--- src/rtl/instruction_sequencer.sv ---
`default_nettype none
// +----------------------------------------------------------------------------+
// | instruction_sequencer : fetch/issue controller feeding instruction_decoder  |
// | Rev 1.0 - initial release                                                   |
// +----------------------------------------------------------------------------+
module instruction_sequencer #(
  parameter int ADDR_WIDTH     = 8,
  parameter int START_ADDR     = 0,
  parameter int TIMEOUT_CYCLES = 64
) (
  input  logic                  clk,
  input  logic                  reset_n,
  input  logic                  start,
  input  logic [15:0]           prog_len,
  input  logic                  halt,
  output logic [ADDR_WIDTH-1:0] mem_addr,
  output logic                  mem_rd,
  input  logic [31:0]           mem_data,
  input  logic                  mem_valid,
  output logic [31:0]           dec_data,
  output logic                  dec_dir,
  input  logic                  dec_ack,
  input  logic [31:0]           res_data,
  input  logic                  res_dor,
  output logic                  res_ack,
  output logic [ADDR_WIDTH-1:0] pc,
  output logic [15:0]           retired,
  output logic [31:0]           last_result,
  output logic                  busy,
  output logic                  done,
  output logic                  error
);

  localparam logic [ADDR_WIDTH-1:0] START_PC = ADDR_WIDTH'(START_ADDR);
  localparam int                    TW       = $clog2(TIMEOUT_CYCLES);
  localparam logic [TW-1:0]         T_LAST   = TW'(TIMEOUT_CYCLES - 1);

  typedef enum logic [2:0] {
    IDLE        = 3'd0,
    FETCH       = 3'd1,
    SEND        = 3'd2,
    WAIT_RESULT = 3'd3,
    ACK_RESULT  = 3'd4,
    NEXT        = 3'd5,
    DONE        = 3'd6,
    ERROR       = 3'd7
  } state_t;

  state_t        state, state_n;
  logic [15:0]   len;
  logic          halt_lat;
  logic [TW-1:0] timer;
  logic          load_run, take_instr, sent, capture, timeout, advance;

  always_ff @(posedge clk or negedge reset_n) begin
    if (!reset_n) state <= IDLE;
    else          state <= state_n;
  end

  always_comb begin
    state_n    = state;
    load_run   = 1'b0;
    take_instr = 1'b0;
    sent       = 1'b0;
    capture    = 1'b0;
    timeout    = 1'b0;
    advance    = 1'b0;
    case (state)
      IDLE, ERROR: if (start) begin
        load_run = 1'b1;
        state_n  = (prog_len == 16'd0) ? DONE : FETCH;
      end
      FETCH: if (mem_valid) begin
        take_instr = 1'b1;
        state_n    = SEND;
      end
      SEND: if (dec_ack) begin
        sent    = 1'b1;
        state_n = WAIT_RESULT;
      end
      // A result arriving on the expiry cycle still counts as success.
      WAIT_RESULT: if (res_dor) begin
        capture = 1'b1;
        state_n = ACK_RESULT;
      end else if (timer == T_LAST) begin
        timeout = 1'b1;
        state_n = ERROR;
      end
      ACK_RESULT: if (!res_dor) state_n = NEXT;
      NEXT: if (retired == len || halt_lat) begin
        state_n = DONE;
      end else begin
        advance = 1'b1;
        state_n = FETCH;
      end
      DONE:    state_n = IDLE;
      default: state_n = IDLE;
    endcase
  end

  always_ff @(posedge clk or negedge reset_n) begin
    if (!reset_n) begin
      pc          <= START_PC;
      retired     <= 16'd0;
      len         <= 16'd0;
      halt_lat    <= 1'b0;
      timer       <= '0;
      dec_data    <= 32'd0;
      dec_dir     <= 1'b0;
      res_ack     <= 1'b0;
      last_result <= 32'd0;
      error       <= 1'b0;
    end else begin
      if (load_run) begin
        pc       <= START_PC;
        retired  <= 16'd0;
        len      <= prog_len;
        halt_lat <= 1'b0;
        error    <= 1'b0;
      end else if (busy && halt) begin
        halt_lat <= 1'b1;
      end
      if (take_instr) begin
        dec_data <= mem_data;
        dec_dir  <= 1'b1;
      end
      if (sent) begin
        dec_dir <= 1'b0;
        timer   <= '0;
      end else if (state == WAIT_RESULT) begin
        timer <= timer + 1'b1;
      end
      if (capture) begin
        last_result <= res_data;
        retired     <= retired + 16'd1;
      end
      res_ack <= capture;
      if (timeout) error <= 1'b1;
      if (advance) pc <= pc + 1'b1;
    end
  end

  assign mem_addr = pc;
  assign mem_rd   = (state == FETCH);
  assign busy     = (state != IDLE) && (state != ERROR);
  assign done     = (state == DONE);

endmodule
`default_nettype wire

--- config.mk ---
export PLATFORM = sky130hd
export DESIGN_NAME = instruction_sequencer
export DESIGN_NICKNAME = d
export VERILOG_FILES = /design/src/rtl/instruction_sequencer.sv
export SDC_FILE = /design/constraint.sdc
export NUM_CORES = 1
export LEC_CHECK = 0
export ABC_CLOCK_PERIOD_IN_PS = 1800
export BUFFER_PORTS_ARGS = -buffer_cell sky130_fd_sc_hd__clkbuf_2
export CAP_MARGIN = 10
export CORE_MARGIN = 2
export CORE_UTILIZATION = 30
export CTS_CLUSTER_SIZE = 8
export DETAILED_ROUTE_END_ITERATION = 10
export GPL_TIMING_DRIVEN = 0
export PLACE_DENSITY = 0.61
export SYNTH_ARGS = -nofsm -noshare
export SYNTH_HDL_FRONTEND = slang
export SYNTH_SLANG_ARGS = --single-unit
export TNS_END_PERCENT = 50
--- constraint.sdc ---
create_clock -name clk -period 1.8 [get_ports clk]
set_clock_uncertainty 0.15 [all_clocks]
set_input_delay 0 -clock clk [delete_from_list [all_inputs] [get_ports clk]]
set_output_delay 0 -clock clk [all_outputs]
set_load 0.02 [all_outputs]
==> results.cfg, run 1 <==
[run_status]
status = complete, but fails checks
violations = setup timing

[synth]
synthTopCellsByCount = 126 x nand2_1, 117 x dfrtp_1, 48 x mux2_2, 24 x nor2_1, 19 x xor2_1
yosys.area_share.simple_pct = 17.6
ys_types = 48
synthesis.nets = 578
synth_edf_count = 0
yosys.area_share.xor_xnor_pct = 3.83
synth_compound_area_share_pct = 5.83
yosysMostFrequentCell = nand2_1
synth_warnings = 0
yosys.area.top_type = dfrtp_1
synth_area_leaders = dfrtp_1 56%, mux2_2 10%, nand2_1 9.0%, xor2_1 3.2%, mux2i_1 1.9%
yosys.area.top_type_share_pct = 55.7
synth-seq-area-share_pct = 55.7
syn_inst = 488
async_flop_share_pct = 100
synth_mux_area_share_pct = 12.2
yosys_register_bits = 117
synth_fa_ha_area_share_pct = 0.714
synthesis.area_mm2 = 0.00526
syn_avg_cell_area_um2 = 10.8
synth_top_family_by_area = simple AND/OR/NAND/NOR gates
ys.flop_type = dfrtp_1

[clock_network]
cts_buffers = 17
clockBufferDepth = 2
cts.sinks = 117
clock_latency_ns = 0.41
cts_tree = built
h-tree-depth = 4
cts.clk_slew.worst_paths_ns = 0.06
cts_root_buffer = clkbuf_16

[flow_run]
drv_cap = 0

[global_routing]
antenna_found_initial = 0
grt_max_degree = 67
grtUsageTotal_pct = 16.8
first_global_vias = 4767
grt_remaining_overflow = 0
grt_pass1_wl_mm = 24.0

[worst_setup_path]
crit_buf_inv = 1
startpoint_type = flip-flop
cp_slowest_cell = dfrtp_2
worstSetupPathType = reg2reg
worstPathMaxFanout = 8
path_cells = xor2_2, nor4_4, buf_4, a41o_4, a211oi_1, a31o_2
crit_family = compound AO/OA/AOI/OAI gates
required_ns = 1.95
cp.arrival_ns = 2.05
endpoint_kind = flip-flop
max_stage_delay_ns = 0.43

[final_layout]
antennaDiodeCount = 0
final_util_pct = 50.6
fin_nets = 904
area_delta_synth_final_pct = 66.0
nFillCells = 1516
layout-drive-gt1-share_pct = 47.0

[sta]
fmax_ghz = 0.528
rsz0062_at_grt = true
fin_hold_ws_ns = 0.172
setup_ws_ns = -0.0934
tightest_slew_ns = 0.471
drv_slew = 0
setup_viol_count_final = 10
finalHoldViolations = 0
relSlewSlack_pct = 68.3
period_needed_ns = 1.89
period_share_pct = 105

[power_and_ir_drop]
swShare_pct = 36.5
ir_worst_vdd_uv = 684
seq_power_share_pct = 32.3
clockPowerShare_pct = 26.1
p_total_mw = 13.5
power.leakage_nw = 4.35
intPower_mw = 8.59
p_switching_mw = 4.94
power_frac_comb_pct = 41.5
p_per_area_mw_per_mm2 = 1550

[drt]
ant_nets = 0
wl_per_cell_um = 15.1
first_pass_iters = 4
vias_per_cell = 4.56
drc_errors = 0
drt-total-wl_mm = 15.8
drt_iter0_markers = 142
routed-via-count = 4801

[floorplan]
core-area_mm2 = 0.0172
ioPinCount = 189
dieArea_mm2 = 0.0186
num_rows = 48
fp.dieH_um = 136
floorplan.initialDensity_pct = 30.5
die-width_um = 136

[min_path]
hold_class = in2reg

[placement]
routabilityCongestion = 0.835
hpwlAfterDp_mm = 9.98
port-buffer-count = 188
-- power groups by stage --
stage	Combinational [mW]	Sequential [mW]	Clock [mW]
global route	6.09	4.51	3.74
finish	5.62	4.37	3.53
global placement	4.46	4.26	0
detailed placement	4.52	4.32	0
floorplan	2.12	5.15	0
CTS	5.02	4.30	3.61
-- through the flow --
stage	setup TNS [ns]	instances	area, µm²	setup WS (ns)
2_1_floorplan	-0.246	488	5280	-0.0505
3_3_place_gp	-167.33	901	6500	-1.35
3_5_place_dp	-10.86	902	6540	-0.454
4_1_cts	-1.56	1035	8320	-0.0607
5_1_grt	-2.21	1052	8730	-0.161
6_report	-0.627	1052	8730	-0.0934
-- worst paths after layout --
check	from	slack (ns)	to	depth (start not counted)
max	retired[8]	-0.09	mem_addr[4]	6
min	res_data[1]	0.17	last_result[1]	4
max reg2reg	retired[8]	-0.09	mem_addr[4]	6
min reg2reg	error	0.31	error	2
max in group asynchronous	reset_n	0.27	retired[0]	4
min in group asynchronous	reset_n	0.50	dec_data[23]	3
-- routing by layer --
metal	vias to the layer above	track usage (%)	part of all wire, %	routed length, µm
li1	2305	-	-	-
met1	2317	19.8	43	6800
met2	148	28.8	49	7740
met3	31	4.88	5.6	890
met4	0	6.37	2.5	397
met5	-	0	0	0
-- placed cells by master (no fill, tap or decap), drive strengths merged, types with 6 or more instances in the layout --
cell / count
mux2: 48
o21ai: 16
nand3: 15
xor2: 19
nor4: 10
nand2: 128
dfrtp: 117
a211oi: 6
buf: 55
mux2i: 10
clkbuf: 218
nor2: 24
dlygate4sd3: 87
-- kinds of logic after synthesis --
family / count (synthesis)
muxes: 58
DFF: 117
xor gates and xnor gates: 23
buffers and inverters: 35
adders and majority gates: 3
and+or+nand+nor: 207
AOI/OAI and AO/OA: 45
-- cell type report --
type | instances | area [µm²] | area share (%)
multi-input combinational | 337 | 2430 | 27.9
tap | 225 | 282 | 3.23
sequential | 117 | 2950 | 33.8
buffer | 29 | 258 | 2.95
clock buffer | 24 | 502 | 5.75
clock inverter | 8 | 120 | 1.38
inverter | 5 | 26.3 | 0.301
timing repair buffer | 307 | 2160 | 24.7
-- registers in the layout (all words and copies together) (netlist names), 3 cells and up --
| name | cells |
|---|---|
| mem_addr | 8 |
| len | 16 |
| retired | 16 |
| timer | 6 |
| state | 3 |
| last_result | 32 |
| dec_data | 32 |
-- repair_timing --
item	CTS	global route
cloned	0	4
endpoints found under the hold margin	215	0
hold buffers	87	0
resized for setup	40	75
setup endpoints to repair	98	78
setup buffers	14	14
pin swaps	9	19
-- tightest hold or removal path: stages --
cell and delay, ns:
dlygate4sd3_1 0.52, clkbuf_2 0.09, nand2_1 0.04, nand2_1 0.05
Power figures use the tool's default switching activity.
==> run 2, diff against run 1 <==
Settings changed: ABC_AREA from default to 1, PLACE_DENSITY 0.61 to 0.6.
==> results.cfg, run 2 <==
[run_status]
status = complete, but fails checks
violations = setup timing

[placement]
routabilityCongestion = 0.791
dp_cells = 1046
hpwlAfterDp_mm = 10.2
port-buffer-count = 188
placed_area_mm2 = 0.00669

[floorplan]
floorplan.initialDensity_pct = 30.4
ioPinCount = 189
num_rows = 49
die-width_um = 138
fp.dieH_um = 138
core-area_mm2 = 0.0178
dieArea_mm2 = 0.0192

[sta]
fmax_ghz = 0.555
period_needed_ns = 1.80
fin_hold_ws_ns = 0.0672
drv_slew = 0
tightest_slew_ns = 0.673
period_share_pct = 100
rsz0062_at_grt = true
finalHoldViolations = 0
relSlewSlack_pct = 55.0
setup_viol_count_final = 1
setup_ws_ns = -0.00227
setup_tns_ns = -0.00227

[global_routing]
grt_remaining_overflow = 0
first_global_vias = 5067
antenna_found_initial = 1
grtUsageTotal_pct = 16.1
grt_max_degree = 103
grt_pass1_wl_mm = 24.7

[drt]
first_pass_iters = 4
drt-total-wl_mm = 14.9
drt_iter0_markers = 143
drc_errors = 0
routed-via-count = 5053
wl_per_cell_um = 12.7
vias_per_cell = 4.30
ant_nets = 0

[worst_setup_path]
endpoint_kind = flip-flop
r2r_start = state[1]
reg2reg_to = mem_addr[7]
worstPathMaxFanout = 7
cp.arrival_ns = 1.95
required_ns = 1.95
reg2reg_depth = 7
worstSetupPathType = reg2reg
startpoint_type = flip-flop
r2r_setup_slack_ns = -0.002
startpoint = state[1]

[power_and_ir_drop]
p_switching_mw = 5.12
swShare_pct = 39.7
ir_worst_vdd_uv = 811
intPower_mw = 7.78
p_per_area_mw_per_mm2 = 1540
power_frac_comb_pct = 39.6
clockPowerShare_pct = 26.2
power.leakage_nw = 4.45
seq_power_share_pct = 34.2

[synth]
synthesis.area_mm2 = 0.00542
yosys_register_bits = 117
yosys.area.top_type_share_pct = 54.0
ys.flop_type = dfrtp_1
synth_warnings = 0
syn_inst = 628
synth-seq-area-share_pct = 54.0
synth_area_leaders = dfrtp_1 54%, nand2_1 16%, mux2_1 6.0%, inv_1 5.3%, nor2_1 2.1%
ys_types = 36
yosysMostFrequentCell = nand2_1
synthesis.nets = 718
yosys.area.top_type = dfrtp_1
synthTopCellsByCount = 231 x nand2_1, 117 x dfrtp_1, 77 x inv_1, 31 x nor2_1, 29 x mux2_1
syn_avg_cell_area_um2 = 8.63
async_flop_share_pct = 100
synth_edf_count = 0

[final_layout]
final_util_pct = 47.0
fin_nets = 1021
reg_top3 = dec_data (32), last_result (32)
stdcell_count = 1174
final_cell_mix = 217 x nand2_1, 188 x clkbuf_2, 110 x dfrtp_1
final_cell_area_mm2 = 0.00838
layout-drive-gt1-share_pct = 33.1
area_delta_synth_final_pct = 54.6
layout_commonest_cell = nand2_1

[clock_network]
cts.clk_slew.worst_paths_ns = 0.05
cts_tree = built
cts.sinks = 117
cts_buffers = 17
clockBufferDepth = 2
clock_latency_ns = 0.41
cts_root_buffer = clkbuf_16
h-tree-depth = 4

[flow_run]
drv_cap = 0

[min_path]
hold_class = in2async
## run 2: cell count changes in the layout (fill, tap and decap cells not counted), moves of 10 or more
| cell | before | now |
|---|---|---|
| o21ai_0 | 3 | 13 |
| inv_1 | 3 | 74 |
| o21ai_1 | 9 | 20 |
| nand2_1 | 126 | 217 |
| nand2_2 | 0 | 15 |
| a21oi_1 | 1 | 15 |
| mux2_2 | 32 | 3 |
| mux2_4 | 16 | 0 |
| buf_4 | 38 | 19 |
| mux2i_1 | 10 | 0 |
| mux2_1 | 0 | 29 |
## run 2: repair_timing
action	4_1_cts	5_1_grt
hold endpoints to repair	219	0
cloned	0	0
gates resized for setup	10	52
setup endpoints to repair	17	55
hold buffers	87	0
pin swaps	0	18
setup buffers	1	7
## run 2: kinds of logic after synthesis
kind of cell	after synthesis	synth area share [%]
and+or+nand+nor	310	24.1
xor gates and xnor gates	4	0.646
adders and majority gates	3	0.692
DFF	117	54.0
buffers and inverters	106	8.42
muxes	32	6.65
AOI/OAI and AO/OA	56	5.51
## run 2: power by group through the flow
stage          sequential (mW)  clock [mW]  combinational [mW]
2_1_floorplan             5.28           0                2.19
3_3_place_gp              4.39           0                4.63
3_5_place_dp              4.41           0                4.72
4_1_cts                   4.39        3.49                4.90
5_1_grt                   4.54        3.60                5.68
6_report                  4.41        3.39                5.11
## run 2: layout make-up
class                      count  area, µm²
fill                        1736       9460
tap                          229        287
clock buffer                  20        467
multi-input combinational    405       2160
buffer                        22        149
inverter                      84        335
timing repair buffer         284       1920
antenna                        1       2.50
sequential                   117       2940
clock inverter                12        128
## run 2: metrics by stage
| step | setup WS [ns] | total power [mW] |
|---|---|---|
| finish | -0.00227 | 12.9 |
| global route | -0.0973 | 13.8 |
| CTS | -0.0108 | 12.8 |
| detailed placement | -0.167 | 9.13 |
| global placement | -1.38 | 9.02 |
| floorplan | 0.0142 | 7.47 |
## run 2: worst max-delay path by stage
stage	end	slack (ns)	depth (start not counted)
2_1_floorplan	retired[14]	0.01	8
3_3_place_gp	last_result[6]	-1.38	1
3_5_place_dp	retired[12]	-0.17	9
4_1_cts	retired[14]	-0.01	8
5_1_grt	mem_addr[2]	-0.1	13
6_report	mem_addr[7]	-0.002	7
## run 2: worst max-delay path, stage by stage, from the launching register on
cell and delay, ns:
dfrtp_2 0.47, buf_4 0.16, nor3_1 0.46, nand3_4 0.17
nand2_4 0.14, inv_8 0.05, nand2_2 0.05, nand2_2 0.05
## run 2: layer usage
metal / up-vias / share of wire, % / global-route usage [%]
met5: - / 0 / 0
met4: 0 / 1.3 / 5.32
met3: 13 / 4.7 / 4.61
met2: 117 / 51 / 28.2
met1: 2356 / 43 / 19.0
li1: 2567 / - / -
